File: src/rtl/gpio_packet_receiver.sv
// gpio_packet_receiver: deserializes one framed packet (start, payload MSB first, stop) from gpio_packet.
// Define PARITY_CHECK_EN to expect an even-parity bit between the last payload bit and the stop bit.
module gpio_packet_receiver #(
  parameter int PACKET_WIDTH = 86,
  parameter int CNT_WIDTH    = 7
) (
  input  logic                    gpio_clock,
  input  logic                    reset_n,
  input  logic                    rx_enable,
  input  logic                    gpio_packet,
  input  logic                    packet_ready,
  input  logic                    clear_errors,
  output logic [PACKET_WIDTH-1:0] packet_data,
  output logic                    packet_valid,
  output logic                    frame_err,
  output logic                    overrun,
  output logic                    busy
);

  // state  | meaning
  // IDLE   | line idle, waiting for a start bit (only while rx_enable=1)
  // DATA   | shifting in payload bits, MSB first; bit_cnt counts down to 0
  // PARITY | sampling the even-parity bit (PARITY_CHECK_EN builds only)
  // STOP   | sampling the stop bit and qualifying the frame
  typedef enum logic [1:0] {S_IDLE, S_DATA, S_PARITY, S_STOP} state_t;

  state_t                  state_q, state_d;
  logic [CNT_WIDTH-1:0]    bit_cnt_q, bit_cnt_d;
  logic [PACKET_WIDTH-1:0] shift_q, shift_d;
  logic [PACKET_WIDTH-1:0] data_q, data_d;
  logic                    valid_q, valid_d;
  logic                    frame_err_q, frame_err_d;
  logic                    overrun_q, overrun_d;
  logic                    busy_q, busy_d;
  logic                    parity_err_q, parity_err_d;
  logic                    frame_good;

  always_comb begin
    state_d      = state_q;
    bit_cnt_d    = bit_cnt_q;
    shift_d      = shift_q;
    data_d       = data_q;
    valid_d      = valid_q;
    frame_err_d  = 1'b0;
    overrun_d    = overrun_q;
    parity_err_d = parity_err_q;
    frame_good   = 1'b0;

    if (valid_q && packet_ready) valid_d = 1'b0;
    if (clear_errors) overrun_d = 1'b0;

    case (state_q)
      S_IDLE: begin
        if (rx_enable && gpio_packet) begin
          state_d      = S_DATA;
          bit_cnt_d    = CNT_WIDTH'(PACKET_WIDTH - 1);
          parity_err_d = 1'b0;
        end
      end
      S_DATA: begin
        shift_d   = {shift_q[PACKET_WIDTH-2:0], gpio_packet};
        bit_cnt_d = bit_cnt_q - CNT_WIDTH'(1);
        if (bit_cnt_q == '0) begin
`ifdef PARITY_CHECK_EN
          state_d = S_PARITY;
`else
          state_d = S_STOP;
`endif
        end
      end
`ifdef PARITY_CHECK_EN
      S_PARITY: begin
        parity_err_d = ^{shift_q, gpio_packet};
        state_d      = S_STOP;
      end
`endif
      S_STOP: begin
        state_d = S_IDLE;
        if (!gpio_packet && !parity_err_q) frame_good  = 1'b1;
        else                               frame_err_d = 1'b1;
      end
      default: state_d = S_IDLE;
    endcase

    // A good frame may reload the output on the same edge the consumer takes the old one.
    if (frame_good) begin
      if (!valid_q || packet_ready) begin
        data_d  = shift_q;
        valid_d = 1'b1;
      end else begin
        overrun_d = 1'b1;
      end
    end

    busy_d = (state_d != S_IDLE);
  end

  always_ff @(posedge gpio_clock or negedge reset_n) begin
    if (!reset_n) begin
      state_q      <= S_IDLE;
      bit_cnt_q    <= '0;
      shift_q      <= '0;
      data_q       <= '0;
      valid_q      <= 1'b0;
      frame_err_q  <= 1'b0;
      overrun_q    <= 1'b0;
      busy_q       <= 1'b0;
      parity_err_q <= 1'b0;
    end else begin
      state_q      <= state_d;
      bit_cnt_q    <= bit_cnt_d;
      shift_q      <= shift_d;
      data_q       <= data_d;
      valid_q      <= valid_d;
      frame_err_q  <= frame_err_d;
      overrun_q    <= overrun_d;
      busy_q       <= busy_d;
      parity_err_q <= parity_err_d;
    end
  end

  assign packet_data  = data_q;
  assign packet_valid = valid_q;
  assign frame_err    = frame_err_q;
  assign overrun      = overrun_q;
  assign busy         = busy_q;

endmodule

File: config.mk
export PLATFORM = sky130hd
export DESIGN_NAME = gpio_packet_receiver
export DESIGN_NICKNAME = d
export VERILOG_FILES = /design/src/rtl/gpio_packet_receiver.sv
export SDC_FILE = /design/constraint.sdc
export NUM_CORES = 1
export LEC_CHECK = 0
export ABC_CLOCK_PERIOD_IN_PS = 3900
export CAP_MARGIN = 40
export CORE_UTILIZATION = 43
export DETAILED_ROUTE_END_ITERATION = 16
export HOLD_SLACK_MARGIN = 0.08
export PLACE_DENSITY = 0.65
export SYNTH_ARGS = -nofsm -noshare
export SYNTH_HDL_FRONTEND = slang
export SYNTH_SLANG_ARGS = --single-unit
File: constraint.sdc
create_clock -name gpio_clock -period 3.9 [get_ports gpio_clock]
set_clock_uncertainty 0.1 [all_clocks]
set_input_delay 0.975 -clock gpio_clock [delete_from_list [all_inputs] [get_ports gpio_clock]]
set_output_delay 0.975 -clock gpio_clock [all_outputs]
set_load 0.02 [all_outputs]
==> flow_metrics.py, run 1 <==
metrics = {
    "finish": {
        "fin_cells": 918,
        "n_antenna_cell": 0,
        "nets": 699,
        "drive_gt1_share_pct": 8.40,
        "area_delta_synth_final_pct": 25.0,
        "n_fill_cell": 1387,
        "utilization_pct": 55.2,
    },
    "global_route": {
        "grt_pass1_vias": 4627,
        "grtUsageTotal_pct": 17.6,
        "grt_pass1_wl_mm": 22.8,
        "antenna_found_initial": 0,
        "gr-total-overflow": 0,
        "grt_max_degree": 108,
    },
    "power": {
        "pwr_density_cell_nw_per_um2": 626,
        "peakVddDrop_uv": 292,
        "power_leakage_nw": 4.51,
        "finalPower_mw": 5.49,
    },
    "worst_setup_path": {
        "path_cells": "clkdlybuf4s50_1, nand3b_1, nor2b_4, buf_12, mux2_2",
        "critPathBufInv": 2,
        "path_delay_family": "buffers and inverters",
        "worstPathRequired_ps": 4110,
        "end_kind": "flop",
        "max_stage_delay_ps": 480,
        "cpMaxStageDelayCell": "clkdlybuf4s50_1",
        "crit_arrival_ps": 2770,
        "path_class": "input port to flop",
        "cp-start-kind": "input port",
        "worstPathMaxFanout": 86,
    },
    "sta": {
        "fin_crit_ps": 2560,
        "fin_crit_sh_pct": 65.7,
        "report.final.slew_viol_count": 0,
        "setup_viol": 0,
        "finalHoldViolCount": 0,
        "holdWs_ps": 342,
        "rsz0062_at_grt": "no",
        "tns_ps": 0,
        "fmax_mhz": 391,
        "relSlewSlack_pct": 54.6,
        "worst_pin_slew_ps": 681,
    },
    "clock_network": {
        "post_cts_buffers": 0,
        "cts_buffers": 17,
        "cts_tree": "built",
        "cts.sinks": 185,
        "clkSlewWorstSetupHoldPaths_ps": 60,
        "cts.repair.resized": 0,
        "ctsLongestPathBuffers": 2,
        "clk_latency_ps": 420,
        "hold_buffers": 0,
        "h-tree-depth": 4,
        "cts_root_buf": "clkbuf_16",
    },
    "worst_hold_path": {
        "hold_class": "input port to asynchronous set/reset pin",
    },
    "route": {
        "drtPass1Iterations": 4,
        "wl_per_cell_um": 14.3,
        "dr.first_iter.drc_count": 360,
        "routed_wl_mm": 13.1,
        "vias": 4496,
        "final_antenna_net_count": 0,
        "via_per_inst": 4.90,
        "post-route-drc-count": 0,
    },
    "floorplan": {
        "coreArea_sq_um": 15900,
        "io_pins": 96,
        "core.rowCount": 46,
        "die_y_um": 130,
        "die_x_um": 130,
        "start_util_pct": 44.2,
        "die-area_sq_um": 16800,
    },
    "synthesis": {
        "synth_top_cell_by_area": "dfrtp_1",
        "syn_area_sq_um": 7020,
        "synth_common_cells": "nand2_1, dfrtp_1, mux2_1",
        "yosysSeqAreaShare_pct": 66.0,
        "synth_ff_type": "dfrtp_1",
        "synth_area_leaders": "dfrtp_1, nand2_1, mux2_1",
        "synth.top_cell.area_share_pct": 66.0,
        "synthArstFlopShare_pct": 100,
        "synth.avg_cell_area_sq_um": 11.7,
        "synth_edf_count": 0,
        "syn_nets": 610,
        "yosysUniqueCellTypes": 30,
        "synth_most_common_cell": "nand2_1",
        "synthCells": 602,
        "yosysWarnings": 0,
        "ys_seq_elements": 185,
    },
    "flow_run": {
        "drv_cap": 0,
    },
    "run_status": {
        "outcome": "finished clean",
    },
    "placement": {
        "dp.cells": 888,
        "port_buffers": 95,
        "gp_congestion": 0.712,
        "hpwl_mm": 8.16,
    },
}
-- state kept, by name, indices dropped and copies added (netlist names) --
register	flops
bit_cnt_q	7
busy	1
frame_err	1
overrun	1
packet_data	86
packet_valid	1
shift_q	86
state_q	2
-- path summary, 6_finish.rpt --
check                                         start                     endpoint  slack (ps)  cells after the start
min                                         reset_n  packet_data[73]$_DFFE_PN0P_         340                      1
max reg2reg                    state_q[1]$_DFF_PN0_  packet_data[37]$_DFFE_PN0P_        1890                      4
min reg2reg                bit_cnt_q[6]$_DFFE_PN0P_         state_q[1]$_DFF_PN0_         370                      1
min in group gpio_clock    bit_cnt_q[6]$_DFFE_PN0P_         state_q[1]$_DFF_PN0_         370                      1
max in group asynchronous                   reset_n      shift_q[32]$_DFFE_PN0P_        2480                      2
max                                     gpio_packet  packet_data[37]$_DFFE_PN0P_        1340                      5
-- logic make-up after synthesis --
| logic type | count (synthesis) | share of synthesized area (%) |
|---|---|---|
| mux | 88 | 14.1 |
| fa+ha+maj | 2 | 0.357 |
| buf+inv | 35 | 2.59 |
| flops | 185 | 66.0 |
| simple gates | 283 | 16.2 |
| compound gates | 9 | 0.785 |
-- metal layers --
layer | up-vias | part of all wire, % | GRT usage, %
met4 | 0 | 1.4 | 7.18
met5 | - | 0 | 0
met3 | 15 | 4.4 | 4.47
met2 | 88 | 48 | 27.8
met1 | 2274 | 46 | 23.2
li1 | 2119 | - | -
-- cell usage in the layout, fill, tap and decap left out, drive strengths merged --
cell type,Yosys,routed
a21oi,3,3
and2,1,1
and3,1,1
buf,19,7
bufinv,0,1
clkbuf,13,25
clkdlybuf4s50,0,94
clkinv,0,2
clkinvlp,0,3
dfrtp,185,185
ha,2,2
inv,3,3
mux2,87,87
mux2i,1,1
nand2,259,259
nand2b,3,3
nand3,2,2
nand3b,1,1
nand4bb,1,1
nor2,3,3
nor2b,2,2
nor4,1,1
nor4b,1,1
nor4bb,1,1
o21ai,1,1
o22ai,2,2
o31ai,3,3
or3,3,3
or4,4,4
-- metrics by stage --
step / cell area, sq um / setup slack (ps)
floorplan: 7020 / 1670
global placement: 8160 / 962
detailed placement: 8210 / 911
CTS: 8770 / 1360
global route: 8770 / 1280
finish: 8770 / 1340
-- power breakdown --
part / internal, mW / total, mW / switching (mW) / leakage [nW]
combinational: 0.539 / 1.27 / 0.731 / 1.76
clock: 0.941 / 1.63 / 0.686 / 0.264
sequential: 2.31 / 2.59 / 0.284 / 2.49
-- final cells by class --
class                      count  area [sq um]  share of cell area (%)
clock buffer                  24           492                    5.61
inverter                       3          11.3                   0.128
multi-input combinational    382          2230                    25.4
clock inverter                 6          66.3                   0.756
timing repair buffer         102          1070                    12.2
tap                          216           270                    3.08
sequential                   185          4630                    52.8
Power figures use the tool's default switching activity.
==> run 2: changes to the inputs <==
- ABC_CLOCK_PERIOD_IN_PS: 3900 -> 2500
- clock period: 3.9 -> 2.5 ns (I/O delays scaled with it)
==> flow_metrics.py, run 2 (synthesized netlist as in run 1, its figures left out) <==
metrics = {
    "power": {
        "power_leakage_nw": 4.58,
        "pwr_density_cell_nw_per_um2": 960,
        "peakVddDrop_uv": 438,
        "finalPower_mw": 8.55,
    },
    "placement": {
        "dp.cells": 899,
        "hpwl_mm": 8.55,
        "port_buffers": 95,
        "placed_cell_area_sq_um": 8350,
        "gp_congestion": 0.739,
    },
    "sta": {
        "rsz0062_at_grt": "no",
        "relSlewSlack_pct": 54.3,
        "fmax_mhz": 465,
        "worst_pin_slew_ps": 686,
        "fin_crit_sh_pct": 86.1,
        "finalHoldViolCount": 0,
        "report.final.slew_viol_count": 0,
        "fin_crit_ps": 2150,
        "setup_viol": 0,
        "tns_ps": 0,
    },
    "clock_network": {
        "clk_latency_ps": 420,
        "cts.repair.resized": 0,
        "cts_tree": "built",
        "ctsLongestPathBuffers": 2,
        "h-tree-depth": 4,
        "cts_buffers": 17,
        "cts_root_buf": "clkbuf_16",
        "hold_buffers": 0,
        "cts.sinks": 185,
        "clkSlewWorstSetupHoldPaths_ps": 60,
        "post_cts_buffers": 0,
    },
    "global_route": {
        "grt_pass1_wl_mm": 22.4,
        "gr-total-overflow": 0,
        "antenna_found_initial": 0,
        "grt_max_degree": 69,
        "grt_pass1_vias": 4570,
        "grtUsageTotal_pct": 17.2,
    },
    "floorplan": {
        "die_x_um": 130,
        "core.rowCount": 46,
        "io_pins": 96,
        "start_util_pct": 44.2,
        "die_y_um": 130,
        "coreArea_sq_um": 15900,
        "die-area_sq_um": 16800,
    },
    "worst_setup_path": {
        "critPathBufInv": 1,
        "cp-start-kind": "flop",
        "end_kind": "output pin",
        "worstPathMaxFanout": 2,
        "max_stage_delay_ps": 640,
        "cpMaxStageDelayCell": "clkdlybuf4s50_1",
        "worstPathRequired_ps": 1770,
        "timing.rr.start": "state_q[1]$_DFF_PN0_",
        "path_cells": "clkdlybuf4s50_1",
        "path_delay_family": "buffers and inverters",
        "crit_arrival_ps": 1430,
        "path_class": "flop to output pin",
        "crit_path_start": "packet_data[57]$_DFFE_PN0P_",
    },
    "finish": {
        "n_fill_cell": 1372,
        "area_delta_synth_final_pct": 26.9,
        "stdcell_area_sq_um": 8900,
        "drive_gt1_share_pct": 10.1,
        "layout_common_cells": "nand2_1, dfrtp_1, clkdlybuf4s50_1",
        "layout_commonest_cell": "nand2_1",
        "nets": 710,
        "n_antenna_cell": 0,
        "fin_cells": 931,
    },
    "route": {
        "final_antenna_net_count": 0,
        "post-route-drc-count": 0,
        "via_per_inst": 4.82,
        "wl_per_cell_um": 14.2,
        "routed_wl_mm": 13.2,
        "vias": 4485,
        "drtPass1Iterations": 4,
        "dr.first_iter.drc_count": 257,
    },
    "worst_hold_path": {
        "hold_class": "input port to asynchronous set/reset pin",
    },
    "run_status": {
        "outcome": "finished clean",
    },
    "flow_run": {
        "drv_cap": 0,
    },
}
## run 2: changes by cell type in the layout (fill, tap and decap cells not counted), sizes merged
cell and change:
clkbuf -3, buf +11, clkinvlp +2, clkinv +3
## run 2: area by class of cell
type | count | area, sq um | area share, %
timing repair buffer | 113 | 1210 | 13.6
tap | 216 | 270 | 3.04
inverter | 3 | 11.3 | 0.126
clock buffer | 21 | 450 | 5.06
clock inverter | 11 | 100 | 1.12
sequential | 185 | 4630 | 52.0
multi-input combinational | 382 | 2230 | 25.0
## run 2: metrics by stage
step | hold slack (ps) | util [%] | setup WS, ps
finish | 104 | 56.0 | 347
global route | 133 | 56.0 | 287
CTS | 116 | 56.0 | 328
detailed placement | 352 | 52.6 | 89.1
global placement | 351 | 52.6 | 113
floorplan | 229 | - | 617
## run 2: worst paths after layout
| kind | to | slack (ps) | cells past startpoint |
|---|---|---|---|
| worst max-delay path | packet_data[57] | 350 | 1 |
| min in group gpio_clock | state_q[1]$_DFF_PN0_ | 370 | 1 |
| worst min register to register | state_q[1]$_DFF_PN0_ | 370 | 1 |
| max in group asynchronous | packet_data[12]$_DFFE_PN0P_ | 1530 | 2 |
| worst min-delay path | packet_data[73]$_DFFE_PN0P_ | 100 | 1 |
| worst max register to register | packet_data[9]$_DFFE_PN0P_ | 620 | 5 |
## run 2: where the power goes
part           internal [mW]  switching [mW]  leakage (nW)
Clock                   1.40            1.11         0.255
Sequential              3.60           0.432          2.49
Combinational          0.852            1.16          1.83
## run 2: layer usage
| metal | wire length [um] | GRT usage (%) | vias to the layer above |
|---|---|---|---|
| met4 | 131 | 5.95 | 0 |
| li1 | - | - | 2143 |
| met5 | 0 | 0 | - |
| met2 | 6330 | 27.7 | 84 |
| met3 | 778 | 6.15 | 13 |
| met1 | 6000 | 21.7 | 2245 |
==> run 3: changes to the inputs <==
- CELL_PAD_IN_SITES_DETAIL_PLACEMENT: unset -> 1
- CELL_PAD_IN_SITES_GLOBAL_PLACEMENT: unset -> 2
- CORE_UTILIZATION: 43 -> 36
- PLACE_DENSITY: 0.65 -> unset
- PLACE_DENSITY_LB_ADDON: unset -> 0.1
==> flow_metrics.py, run 3 (synthesized netlist as in run 1, its figures left out) <==
metrics = {
    "run_status": {
        "outcome": "finished clean",
    },
    "power": {
        "intPower_mw": 6.11,
        "peakVddDrop_uv": 485,
        "pwr-share-comb_pct": 23.2,
        "power_leakage_nw": 4.63,
        "pwr_density_cell_nw_per_um2": 982,
        "power.switching_mw": 2.81,
        "power.share.clock_pct": 31.4,
        "swShare_pct": 31.5,
        "pwr-share-seq_pct": 45.4,
    },
    "sta": {
        "setup_viol": 0,
        "worst_pin_slew_ps": 728,
        "relSlewSlack_pct": 51.5,
        "worst_slack_ps": 342,
        "fmax_mhz": 463,
        "rsz0062_at_grt": "no",
        "fin_crit_ps": 2160,
        "tns_ps": 0,
        "report.final.slew_viol_count": 0,
        "fin_crit_sh_pct": 86.3,
        "finalHoldViolCount": 0,
    },
    "placement": {
        "port_buffers": 95,
        "dp_slack_ps": 61.5,
        "gp_congestion": 0.692,
        "hpwl_mm": 9.70,
    },
    "finish": {
        "layout_common_cells": "nand2_1, dfrtp_1, clkdlybuf4s50_1",
        "nets": 712,
        "n_antenna_cell": 0,
        "area_delta_synth_final_pct": 29.3,
        "layout_commonest_cell": "nand2_1",
        "drive_gt1_share_pct": 10.6,
    },
    "clock_network": {
        "cts_tree": "built",
        "ctsLongestPathBuffers": 2,
        "cts.repair.resized": 0,
        "clk_latency_ps": 430,
        "cts.sinks": 185,
        "cts_root_buf": "clkbuf_16",
        "clkSlewWorstSetupHoldPaths_ps": 70,
        "h-tree-depth": 4,
        "post_cts_buffers": 0,
        "cts_buffers": 17,
        "hold_buffers": 1,
    },
    "floorplan": {
        "core.rowCount": 50,
        "die-area_sq_um": 20000,
        "coreArea_sq_um": 18900,
        "die_y_um": 142,
        "die_x_um": 142,
        "start_util_pct": 37.1,
        "io_pins": 96,
    },
    "worst_setup_path": {
        "timing.rr.start": "state_q[1]$_DFF_PN0_",
        "r2r_slack_ps": 620,
        "path_cells": "clkdlybuf4s50_1",
        "cp-start-kind": "flop",
        "crit_arrival_ps": 1430,
        "cpMaxStageDelayCell": "clkdlybuf4s50_1",
        "reg2reg_depth": 5,
        "worstPathRequired_ps": 1770,
        "critPathBufInv": 1,
        "path_delay_family": "buffers and inverters",
        "max_stage_delay_ps": 660,
        "timing.rr.end": "packet_data[73]$_DFFE_PN0P_",
        "path_class": "flop to output pin",
        "end_kind": "output pin",
        "worstPathMaxFanout": 2,
    },
    "global_route": {
        "grt_max_degree": 56,
        "antenna_found_initial": 0,
        "gr-total-overflow": 0,
        "grt_pass1_vias": 5001,
        "grtUsageTotal_pct": 16.5,
        "grt_pass1_wl_mm": 25.9,
    },
    "route": {
        "top_layer": "met4",
        "final_antenna_net_count": 0,
        "wl_met1_mm": 6.81,
        "wl_per_cell_um": 15.2,
        "route.met2.wl_mm": 7.26,
        "post-route-drc-count": 0,
        "routed_wl_mm": 14.8,
        "via_per_inst": 4.61,
        "vias": 4504,
        "dr.first_iter.drc_count": 153,
        "wl_met3_um": 556,
        "drtPass1Iterations": 3,
    },
    "worst_hold_path": {
        "hold_end": "state_q[1]$_DFF_PN0_",
        "hold_class": "flop to flop",
        "worstHoldPathCells": 1,
        "hold_start": "bit_cnt_q[6]$_DFFE_PN0P_",
    },
    "flow_run": {
        "drv_cap": 0,
    },
}
-- run 3: cell types whose count changed in the layout (fill, tap and decap cells not counted), sizes merged --
cell	before	now
dlygate4sd3	0	1
clkinvlp	5	3
bufinv	1	3
buf	18	19
clkinv	5	4
clkbuf	22	20
inv	3	6
-- run 3: metrics by stage --
step           hold WS [ps]  power, mW  instance area [sq um]  instances  utilization, %
6_report                366       8.91                   9070        977            48.0
5_1_grt                 407       9.45                   9070        977            48.0
4_1_cts                 364       9.07                   9070        977            48.0
3_5_place_dp            350       6.22                   8440        944            44.7
3_3_place_gp            334       6.12                   8440        944            44.7
2_1_floorplan           229       5.21                   7020        602               -
-- run 3: worst reg2reg max path, stage by stage, from the launching register on --
cell      delay, ps
dfrtp_1         540
nand3b_1        220
nor2b_4         210
buf_12          180
buf_12          170
mux2_1          340
-- run 3: final cells by class --
type / count / area, sq um
tap: 260 / 325
multi-input combinational: 382 / 2230
clock inverter: 13 / 166
clock buffer: 19 / 453
sequential: 185 / 4630
fill: 1996 / 9820
inverter: 3 / 11.3
timing repair buffer: 115 / 1260
-- run 3: per-layer routing --
| layer | GRT usage [%] | vias up |
|---|---|---|
| met5 | 0 | - |
| met4 | 6.06 | 0 |
| met3 | 3.85 | 16 |
| met2 | 27.1 | 64 |
| met1 | 21.4 | 2294 |
| li1 | - | 2130 |
-- run 3: how the worst max path moves through the flow --
stage	from	to	cells after the start
after floorplan	gpio_packet	packet_data[45]$_DFFE_PN0P_	6
after global placement	gpio_packet	packet_data[75]$_DFFE_PN0P_	6
after detailed placement	gpio_packet	packet_data[69]$_DFFE_PN0P_	6
after CTS	packet_data[63]$_DFFE_PN0P_	packet_data[63]	1
after global routing	packet_data[63]$_DFFE_PN0P_	packet_data[63]	1
final	packet_data[63]$_DFFE_PN0P_	packet_data[63]	1
-- run 3: power groups by stage --
stage	clock (mW)	combinational, mW	sequential, mW
3_3_place_gp	0	2.04	4.08
3_5_place_dp	0	2.11	4.11
5_1_grt	2.99	2.31	4.15
6_report	2.80	2.06	4.05
2_1_floorplan	0	1.01	4.20
4_1_cts	2.89	2.12	4.06
